<file path="src/rtl/alu_arb_pkg.sv">
// Shared types and constants for the two-requester ALU arbiter.
package alu_arb_pkg;

  typedef enum logic [1:0] {
    StIdle = 2'd0,
    StExec = 2'd1,
    StResp = 2'd2
  } state_e;

  localparam logic [3:0] AluAnd = 4'b0000;
  localparam logic [3:0] AluOr  = 4'b0001;
  localparam logic [3:0] AluAdd = 4'b0010;
  localparam logic [3:0] AluSub = 4'b0110;
  localparam logic [3:0] AluSlt = 4'b0111;
  localparam logic [3:0] AluMul = 4'b1000;
  localparam logic [3:0] AluDiv = 4'b1001;
  localparam logic [3:0] AluXor = 4'b1010;
  localparam logic [3:0] AluNor = 4'b1100;
  localparam logic [3:0] AluNop = 4'b1111;

  localparam int unsigned StatZero = 7;
  localparam int unsigned StatNeg  = 4;
  localparam int unsigned StatDivz = 2;

endpackage

</file>
<file path="src/rtl/alu_arb_pick.sv">
// One-hot grant selection between two requesters.
// ALU_ARB_FIXED_PRIO_EN makes requester 0 win every tie and ignores ptr.
module alu_arb_pick (
  input  logic [1:0] valid,
  input  logic       ptr,
  output logic [1:0] grant
);

`ifdef ALU_ARB_FIXED_PRIO_EN
  logic unused_ptr;
  assign unused_ptr = ptr;
`endif

  always_comb begin
    grant = 2'b00;
    case (valid)
      2'b01: grant = 2'b01;
      2'b10: grant = 2'b10;
      2'b11: begin
`ifdef ALU_ARB_FIXED_PRIO_EN
        grant = 2'b01;
`else
        // ptr names the requester that currently holds priority
        grant = ptr ? 2'b10 : 2'b01;
`endif
      end
      default: grant = 2'b00;
    endcase
  end

endmodule

</file>
<file path="src/rtl/alu_arb.sv">
// Arbitrates two requesters onto one external ALU, one operation in flight.
// Define ALU_ARB_FIXED_PRIO_EN for fixed priority instead of round-robin.
module alu_arb
  import alu_arb_pkg::*;
#(
  parameter int unsigned DATA_W = 32,
  parameter int unsigned CTRL_W = 4,
  parameter int unsigned STAT_W = 8
) (
  input  logic              clk,
  input  logic              rst,
  input  logic              req0_valid,
  input  logic              req1_valid,
  output logic              req0_ready,
  output logic              req1_ready,
  input  logic [CTRL_W-1:0] req0_ctrl,
  input  logic [CTRL_W-1:0] req1_ctrl,
  input  logic [DATA_W-1:0] req0_a,
  input  logic [DATA_W-1:0] req1_a,
  input  logic [DATA_W-1:0] req0_b,
  input  logic [DATA_W-1:0] req1_b,
  output logic              rsp0_valid,
  output logic              rsp1_valid,
  input  logic              rsp0_ready,
  input  logic              rsp1_ready,
  output logic [DATA_W-1:0] rsp_result,
  output logic [STAT_W-1:0] rsp_status,
  output logic [CTRL_W-1:0] alu_ctrl,
  output logic [DATA_W-1:0] alu_op1,
  output logic [DATA_W-1:0] alu_op2,
  input  logic [DATA_W-1:0] alu_result,
  input  logic [STAT_W-1:0] alu_status
);

  state_e            state_q, state_d;
  logic [CTRL_W-1:0] ctrl_q;
  logic [DATA_W-1:0] a_q, b_q;
  logic              owner_q;
  logic [DATA_W-1:0] result_q;
  logic [STAT_W-1:0] status_q;
  logic [1:0]        grant;
  logic              pick_ptr;
  logic              accept;
  logic              rsp_done;

`ifdef ALU_ARB_FIXED_PRIO_EN
  assign pick_ptr = 1'b0;
`else
  logic rr_ptr_q;
  assign pick_ptr = rr_ptr_q;

  always_ff @(posedge clk) begin
    if (rst) begin
      rr_ptr_q <= 1'b0;
    end else if (accept) begin
      rr_ptr_q <= ~grant[1];
    end
  end
`endif

  alu_arb_pick u_pick (
    .valid (({req1_valid, req0_valid})),
    .ptr   (pick_ptr),
    .grant (grant)
  );

  assign accept   = (state_q == StIdle) && (grant != 2'b00);
  assign rsp_done = owner_q ? rsp1_ready : rsp0_ready;

  always_ff @(posedge clk) begin
    if (rst) begin
      state_q <= StIdle;
    end else begin
      state_q <= state_d;
    end
  end

  always_comb begin
    state_d = state_q;
    unique case (state_q)
      StIdle:  if (accept) state_d = StExec;
      StExec:  state_d = StResp;
      StResp:  if (rsp_done) state_d = StIdle;
      default: state_d = StIdle;
    endcase
  end

  always_comb begin
    req0_ready = (state_q == StIdle) && grant[0];
    req1_ready = (state_q == StIdle) && grant[1];
    rsp0_valid = (state_q == StResp) && !owner_q;
    rsp1_valid = (state_q == StResp) && owner_q;
    // All-ones outside EXEC gives the ALU an edge even for repeated opcodes
    alu_ctrl   = '1;
    alu_op1    = '0;
    alu_op2    = '0;
    if (state_q == StExec) begin
      alu_ctrl = ctrl_q;
      alu_op1  = a_q;
      alu_op2  = b_q;
    end
  end

  always_ff @(posedge clk) begin
    if (rst) begin
      ctrl_q   <= '1;
      a_q      <= '0;
      b_q      <= '0;
      owner_q  <= 1'b0;
      result_q <= '0;
      status_q <= '0;
    end else begin
      if (accept) begin
        owner_q <= grant[1];
        ctrl_q  <= grant[1] ? req1_ctrl : req0_ctrl;
        a_q     <= grant[1] ? req1_a : req0_a;
        b_q     <= grant[1] ? req1_b : req0_b;
      end
      if (state_q == StExec) begin
        result_q <= alu_result;
        status_q <= alu_status;
      end
    end
  end

  assign rsp_result = result_q;
  assign rsp_status = status_q;

endmodule

</file>
<file path="config.mk">
export PLATFORM = sky130hd
export DESIGN_NAME = alu_arb
export DESIGN_NICKNAME = d
export VERILOG_FILES = /design/src/rtl/alu_arb_pkg.sv /design/src/rtl/alu_arb_pick.sv /design/src/rtl/alu_arb.sv
export SDC_FILE = /design/constraint.sdc
export NUM_CORES = 1
export LEC_CHECK = 0
export ABC_CLOCK_PERIOD_IN_PS = 2900
export BUFFER_PORTS_ARGS = -buffer_cell sky130_fd_sc_hd__buf_2
export CORE_UTILIZATION = 37
export DETAILED_ROUTE_END_ITERATION = 7
export PLACE_DENSITY = 0.77
export SYNTH_ARGS = -nofsm -noshare
export SYNTH_HDL_FRONTEND = slang
export SYNTH_SLANG_ARGS = --single-unit
</file>
<file path="constraint.sdc">
create_clock -name clk -period 2.9 [get_ports clk]
set_input_delay 0.58 -clock clk [delete_from_list [all_inputs] [get_ports clk]]
set_output_delay 0.58 -clock clk [all_outputs]
set_load 0.03 [all_outputs]
</file>
==> impl_metrics.csv, run 1 <==
group,metric,value,unit
timing,rsz0062_at_grt,"no",
timing,fin_crit,2.46,ns
die,die_x,119,um
die,core.rowCount,42,
setup_path,reg2reg_slack,1.24,ns
die,die-area,14200,sq um
grt,overflow,0,
synth,synth_warnings,0,
synth,yosysSeqAreaShare,44.0,%
clock_network,cts_resized,0,
finish,antenna_cells,0,
clock_network,cts_buffers,9,
grt,antenna_found_initial,0,
synth,yosysTopAreaCellShare,44.0,%
clock_network,tritoncts,"yes",
setup_path,crit_required,2.32,ns
synth,synth.avg_cell_area,7.64,sq um
timing,worst_pin_slew,0.782,ns
setup_path,slowest_stage,"dfxtp_1",
min_path,min_path_type,"register to register",
routing,vias_per_cell,5.33,
routing,drtIter0Drc,423,
routing,routed_wl,16800,um
grt,grt_pass1_vias,5042,
setup_path,critPathCaptureType,"output pin",
finish,fin_util,51.9,%
synth,synth.area.mux_share,0.197,%
setup_path,setup.worst_path.start_class,"register",
grt,use_met1,27.9,%
setup_path,cp_max_fo,108,
synth,synth_xor_area_share,0,%
timing,relSlewSlack,47.9,%
timing,slew_violations,0,
timing,skew,0.0119,ns
grt,busiest_layer,"met2",
die,dieHeight,119,um
clock_network,hold_buffers,0,
routing,wl_per_cell,15.4,um
finish,nets,1094,
synth,yosysTopAreaCell,"dfxtp_1",
synth,netlist_instances,667,
grt,grt.total_usage,22.1,%
die,initial_core_util,38.2,%
timing,setup_tns,0,ns
synth,synth_simple_gate_area_share,30.0,%
die,io_pins,294,
synth,synth_nets,849,
grt,grt_max_degree,109,
clock_network,cts_setup_buffers,0,
clock_network,cts.sinks,112,
routing,route.detailed.drc,0,
timing,timing.hold.ws,0.451,ns
setup_path,worst_path_largest_cell_delay,0.54,ns
timing,worst_slack,0.441,ns
synth,synth_top_family_by_area,"simple AND/OR/NAND/NOR gates",
timing,finalHoldViolCount,0,
clock_network,clockBufferDepth,2,
routing,first_pass_iters,5,
placement,gp_congestion,0.796,
clock_network,clk_pin_slew_worst_paths,0.07,ns
synth,synth_compound_area_share,19.2,%
placement,port_buffers,293,
synth,synthDistinctLibCells,27,
synth,ys_top_cells_by_area,"dfxtp_1 44%, nand3_1 13%, and2_1 8.0%, a31oi_1 7.9%, o21ai_0 6.5%",
synth,synthAdderAreaFrac,0,%
setup_path,crit_type,"register to output pin",
grt,grt_pass1_wl,25500,um
finish,final_cells,1092,
clock_network,clockRootBuffer,"clkbuf_16",
setup_path,critPathArrivalTime,1.88,ns
routing,final_antenna_net_count,0,
timing,setup_viol,0,
timing,finalCritPeriodShare,84.8,%
grt,met2_usage,36.8,%
synth,yosys_register_bits,112,
finish,fillers,1328,
routing,vias,5818,
finish,drive_above_1_share,36.0,%
setup_path,path_cells,"nor2b_4, buf_12, and2_1, buf_2",
job,maxCapViolCount,0,
die,design.core.area,13300,sq um
status,status,"completed",
power_and_ir_drop,leakage,3.12,nW
clock_network,worstSkewPairLatency,0.35,ns
clock_network,ctsHtreeMaxLevel,3,
placement,dp_cells,1077,
placement,dp_slack,0.810,ns
power_and_ir_drop,p_per_area,569,nW/um^2
synth,syn_area,5090,sq um
finish,area_delta_synth_final,36.1,%
placement,dp_hpwl,11500,um
timing,fmax,0.407,GHz
power_and_ir_drop,ir_worst_vdd,0.415,mV
grt,gr-usage-met3,5.17,%
==> cell usage after synthesis <==
cell type / n
a31oi_1: 64
a211oi_1: 2
dfxtp_1: 112
nor3b_2: 1
and2_1: 65
nand4b_1: 4
nand3b_1: 1
inv_1: 2
nand2_1: 80
nand2b_1: 6
or2_1: 1
buf_2: 15
mux2i_1: 1
a21boi_2: 1
nand3_1: 136
o21ai_1: 3
buf_4: 7
nor2_2: 2
a21oi_1: 41
clkbuf_2: 3
nor3b_1: 2
o21ai_0: 66
and3_1: 1
nor2_1: 1
clkbuf_1: 46
nor2b_1: 1
buf_1: 3
==> placed cells by master, fill, tap and decap left out <==
| cell type | n |
|---|---|
| a211oi_1 | 2 |
| a21boi_4 | 1 |
| a21oi_1 | 41 |
| a31oi_1 | 64 |
| and2_1 | 65 |
| and3_1 | 1 |
| buf_12 | 2 |
| buf_2 | 292 |
| buf_4 | 14 |
| bufinv_16 | 1 |
| clkbuf_16 | 9 |
| clkbuf_8 | 1 |
| clkinv_2 | 1 |
| clkinv_4 | 1 |
| dfxtp_1 | 112 |
| inv_1 | 2 |
| inv_6 | 1 |
| inv_8 | 1 |
| mux2i_1 | 1 |
| nand2_1 | 80 |
| nand2b_1 | 5 |
| nand2b_2 | 1 |
| nand3_1 | 136 |
| nand3b_1 | 1 |
| nand4b_1 | 4 |
| nor2_1 | 1 |
| nor2_4 | 2 |
| nor2b_4 | 1 |
| nor3b_1 | 2 |
| nor3b_4 | 1 |
| o21ai_0 | 66 |
| o21ai_1 | 3 |
| or2_2 | 1 |
==> routing by layer <==
metal | part of all wire (%) | up-vias
li1 | - | 2821
met1 | 42 | 2667
met2 | 47 | 303
met3 | 8.9 | 27
met4 | 2.0 | 0
met5 | 0 | -
==> critical path: cells and delay by family (launching register included) <==
family / cells / cell delay [ns]
flip-flops: 1 / 0.54
buffers and inverters: 2 / 0.53
AND/OR/NAND/NOR: 2 / 0.44
==> flip-flops by register name (all words and copies together), names as in the netlist <==
| register | count |
|---|---|
| pick_ptr | 1 |
| state_q | 2 |
| rsp_result | 32 |
| ctrl_q | 4 |
| owner_q | 1 |
| rsp_status | 8 |
| b_q | 32 |
| a_q | 32 |
==> per-stage QoR <==
| stage | total power, mW | area (sq um) |
|---|---|---|
| 3_3_place_gp | 2.68 | 6630 |
| 2_1_floorplan | 2.36 | 5090 |
| 6_report | 3.94 | 6930 |
| 5_1_grt | 4.13 | 6930 |
| 3_5_place_dp | 2.69 | 6630 |
| 4_1_cts | 3.97 | 6930 |
==> path summary, 6_finish.rpt <==
kind                                     from       endpoint  depth (start not counted)
worst max-delay path               state_q[0]    alu_op1[24]                          4
worst min register to register  rsp_result[3]  rsp_result[3]                          2
worst min-delay path            rsp_result[3]  rsp_result[3]                          2
worst max register to register       pick_ptr        a_q[26]                          4
==> cells by family (layout without fill, tap and decap cells) <==
| logic type | Yosys count | count (layout) |
|---|---|---|
| and+or+nand+nor | 301 | 301 |
| AOI/OAI and AO/OA | 177 | 177 |
| buffers and inverters | 76 | 325 |
| DFF | 112 | 112 |
| muxes | 1 | 1 |
==> report_power, final <==
| group | internal [mW] | leakage [nW] | switching (mW) |
|---|---|---|---|
| clock | 0.700 | 0.151 | 0.586 |
| combinational | 0.318 | 2.05 | 0.593 |
| sequential | 1.67 | 0.920 | 0.0734 |
| total | 2.69 | 3.12 | 1.25 |
==> final cells by class <==
type	count	area [sq um]	share of cell area, %
Clock buffer	10	239	3.45
Clock inverter	5	63.8	0.921
Sequential cell	112	2240	32.4
Tap cell	176	220	3.18
Inverter	2	7.51	0.108
Multi-Input combinational cell	479	2550	36.8
Timing Repair Buffer	308	1610	23.2
Power figures use the tool's default switching activity.
==> run 2: changes to the inputs <==
--- a/config.mk
+++ b/config.mk
@@ -5,11 +5,11 @@
 export SDC_FILE = /design/constraint.sdc
 export NUM_CORES = 1
 export LEC_CHECK = 0
-export ABC_CLOCK_PERIOD_IN_PS = 2900
+export ABC_CLOCK_PERIOD_IN_PS = 2200
 export BUFFER_PORTS_ARGS = -buffer_cell sky130_fd_sc_hd__buf_2
 export CORE_UTILIZATION = 37
 export DETAILED_ROUTE_END_ITERATION = 7
-export PLACE_DENSITY = 0.77
+export PLACE_DENSITY = 0.8
 export SYNTH_ARGS = -nofsm -noshare
 export SYNTH_HDL_FRONTEND = slang
 export SYNTH_SLANG_ARGS = --single-unit
==> constraint.sdc (replaced) <==
create_clock -name clk -period 2.2 [get_ports clk]
set_input_delay 0.44 -clock clk [delete_from_list [all_inputs] [get_ports clk]]
set_output_delay 0.44 -clock clk [all_outputs]
set_load 0.03 [all_outputs]
==> run 2 against run 1 <==
Compared with the run above:
- global-route usage grew 0.77 points
- sequential power grew 31%
- critical endpoint is now alu_op2[20]
- cell count increased by 0.27%
- die area did not move
- critical path type unchanged
- clock skew decreased by 0.0025 ns
- routed wire length rose by 1.5%
- final area increased by 0.79%
==> impl_metrics.csv, run 2 (synthesis results as in run 1) <==
group,metric,value,unit
status,status,"completed",
clock_network,ctsHtreeMaxLevel,3,
power_and_ir_drop,p_per_area,736,nW/um^2
clock_network,clockRootBuffer,"clkbuf_16",
die,die-area,14200,sq um
clock_network,clockBufferDepth,2,
setup_path,crit_type,"register to output pin",
finish,nets,1096,
routing,drtIter0Drc,398,
routing,wl_per_cell,15.5,um
timing,slew_violations,0,
setup_path,critPathCaptureType,"output pin",
clock_network,clk_pin_slew_worst_paths,0.08,ns
placement,port_buffers,293,
power_and_ir_drop,leakage,3.14,nW
min_path,min_path_type,"input port to register",
grt,grt_pass1_wl,26100,um
die,dieHeight,119,um
timing,worst_pin_slew,0.571,ns
setup_path,crit_required,1.76,ns
clock_network,cts_buffers,9,
setup_path,setup.worst_path.start_class,"register",
grt,grt.total_usage,22.9,%
die,die_x,119,um
setup_path,cp_max_fo,51,
timing,relSlewSlack,61.9,%
clock_network,worstSkewPairLatency,0.35,ns
placement,dp_hpwl,11700,um
setup_path,worst-path-buf-inv,2,
timing,skew,0.00943,ns
routing,routed_wl,17000,um
routing,final_antenna_net_count,0,
finish,finalInstanceArea,6990,sq um
placement,dp_cells,1079,
timing,worst_slack,0.102,ns
timing,setup_viol,0,
finish,area_delta_synth_final,37.1,%
job,maxCapViolCount,0,
setup_path,crit_family,"flip-flops",
setup_path,path_cells,"nor2b_4, buf_12, and2_1, buf_2",
placement,dp_slack,0.336,ns
power_and_ir_drop,ir_worst_vdd,0.492,mV
finish,final_cells,1095,
timing,finalCritPeriodShare,95.4,%
grt,overflow,0,
timing,fmax,0.477,GHz
finish,final_cell_mix,"292 x buf_2, 136 x nand3_1, 111 x dfxtp_1, 80 x nand2_1, 66 x o21ai_0",
setup_path,slowest_stage,"dfxtp_2",
timing,setup_tns,0,ns
setup_path,critPathArrivalTime,1.66,ns
timing,fin_crit,2.10,ns
finish,antenna_cells,0,
timing,finalHoldViolCount,0,
placement,place_area,6690,sq um
routing,first_pass_iters,5,
routing,route.detailed.drc,0,
routing,vias_per_cell,5.34,
finish,final_common_cell,"buf_2",
clock_network,cts.sinks,112,
finish,drive_above_1_share,36.3,%
finish,fillers,1265,
grt,grt_max_degree,69,
die,core.rowCount,42,
timing,rsz0062_at_grt,"no",
die,initial_core_util,38.2,%
grt,grt_pass1_vias,5345,
finish,fin_util,52.3,%
routing,vias,5851,
grt,antenna_found_initial,1,
clock_network,tritoncts,"yes",
die,design.core.area,13300,sq um
die,io_pins,294,
setup_path,worst_path_largest_cell_delay,0.44,ns
placement,gp_congestion,0.809,
clock_network,hold_buffers,0,
## run 2: cell types whose count changed in the layout (fill, tap and decap cells not counted), sizes merged
cell,before,now
buf,308,310
bufinv,1,0
clkbuf,10,11
clkinvlp,0,1
## run 2: worst reg2reg max path: stages (launching register included)
cell	delay [ns]
dfxtp_1	0.44
nor2_4	0.37
buf_4	0.37
o21ai_1	0.19
a211oi_1	0.25
## run 2: final cells by class
cell class | instances | area [sq um] | share of cell area [%]
Multi-Input combinational cell | 479 | 2550 | 36.5
Sequential cell | 112 | 2240 | 32.1
Timing Repair Buffer | 310 | 1670 | 23.9
Clock buffer | 11 | 253 | 3.62
Tap cell | 176 | 220 | 3.15
Clock inverter | 5 | 38.8 | 0.555
Inverter | 2 | 7.51 | 0.107
## run 2: timing repair
item,CTS,global route
endpoints found under the setup margin,27,0
buffers inserted,0,0
resized for setup,1,0
## run 2: final timing paths
kind                  from  cells after the start       endpoint  slack [ns]
max             state_q[0]                      4    alu_op2[20]        0.10
min reg2reg  rsp_result[1]                      2  rsp_result[1]        0.45
min          alu_status[3]                      3  rsp_status[3]        0.33
max reg2reg     state_q[1]                      4        owner_q        0.50
## run 2: routing by layer
metal  global-route usage, %  vias to the layer above  routed length, um
met4                    7.42                        2                258
met5                       0                        -                 13
met1                    27.6                     2683               7050
met2                    40.4                      303               8250
li1                        -                     2837                  -
met3                    4.84                       26               1450
## run 2: metrics by stage
stage	total power, mW	hold slack (ns)
3_3_place_gp	3.57	0.439
4_1_cts	5.18	0.315
2_1_floorplan	3.11	0.454
6_report	5.14	0.331
5_1_grt	5.39	0.319
3_5_place_dp	3.58	0.443
## run 2: where the power goes
group	internal (mW)	switching [mW]	leakage, nW
Combinational	0.441	0.796	2.08
Clock	0.840	0.766	0.143
Sequential	2.21	0.0927	0.921
Total	3.49	1.65	3.14
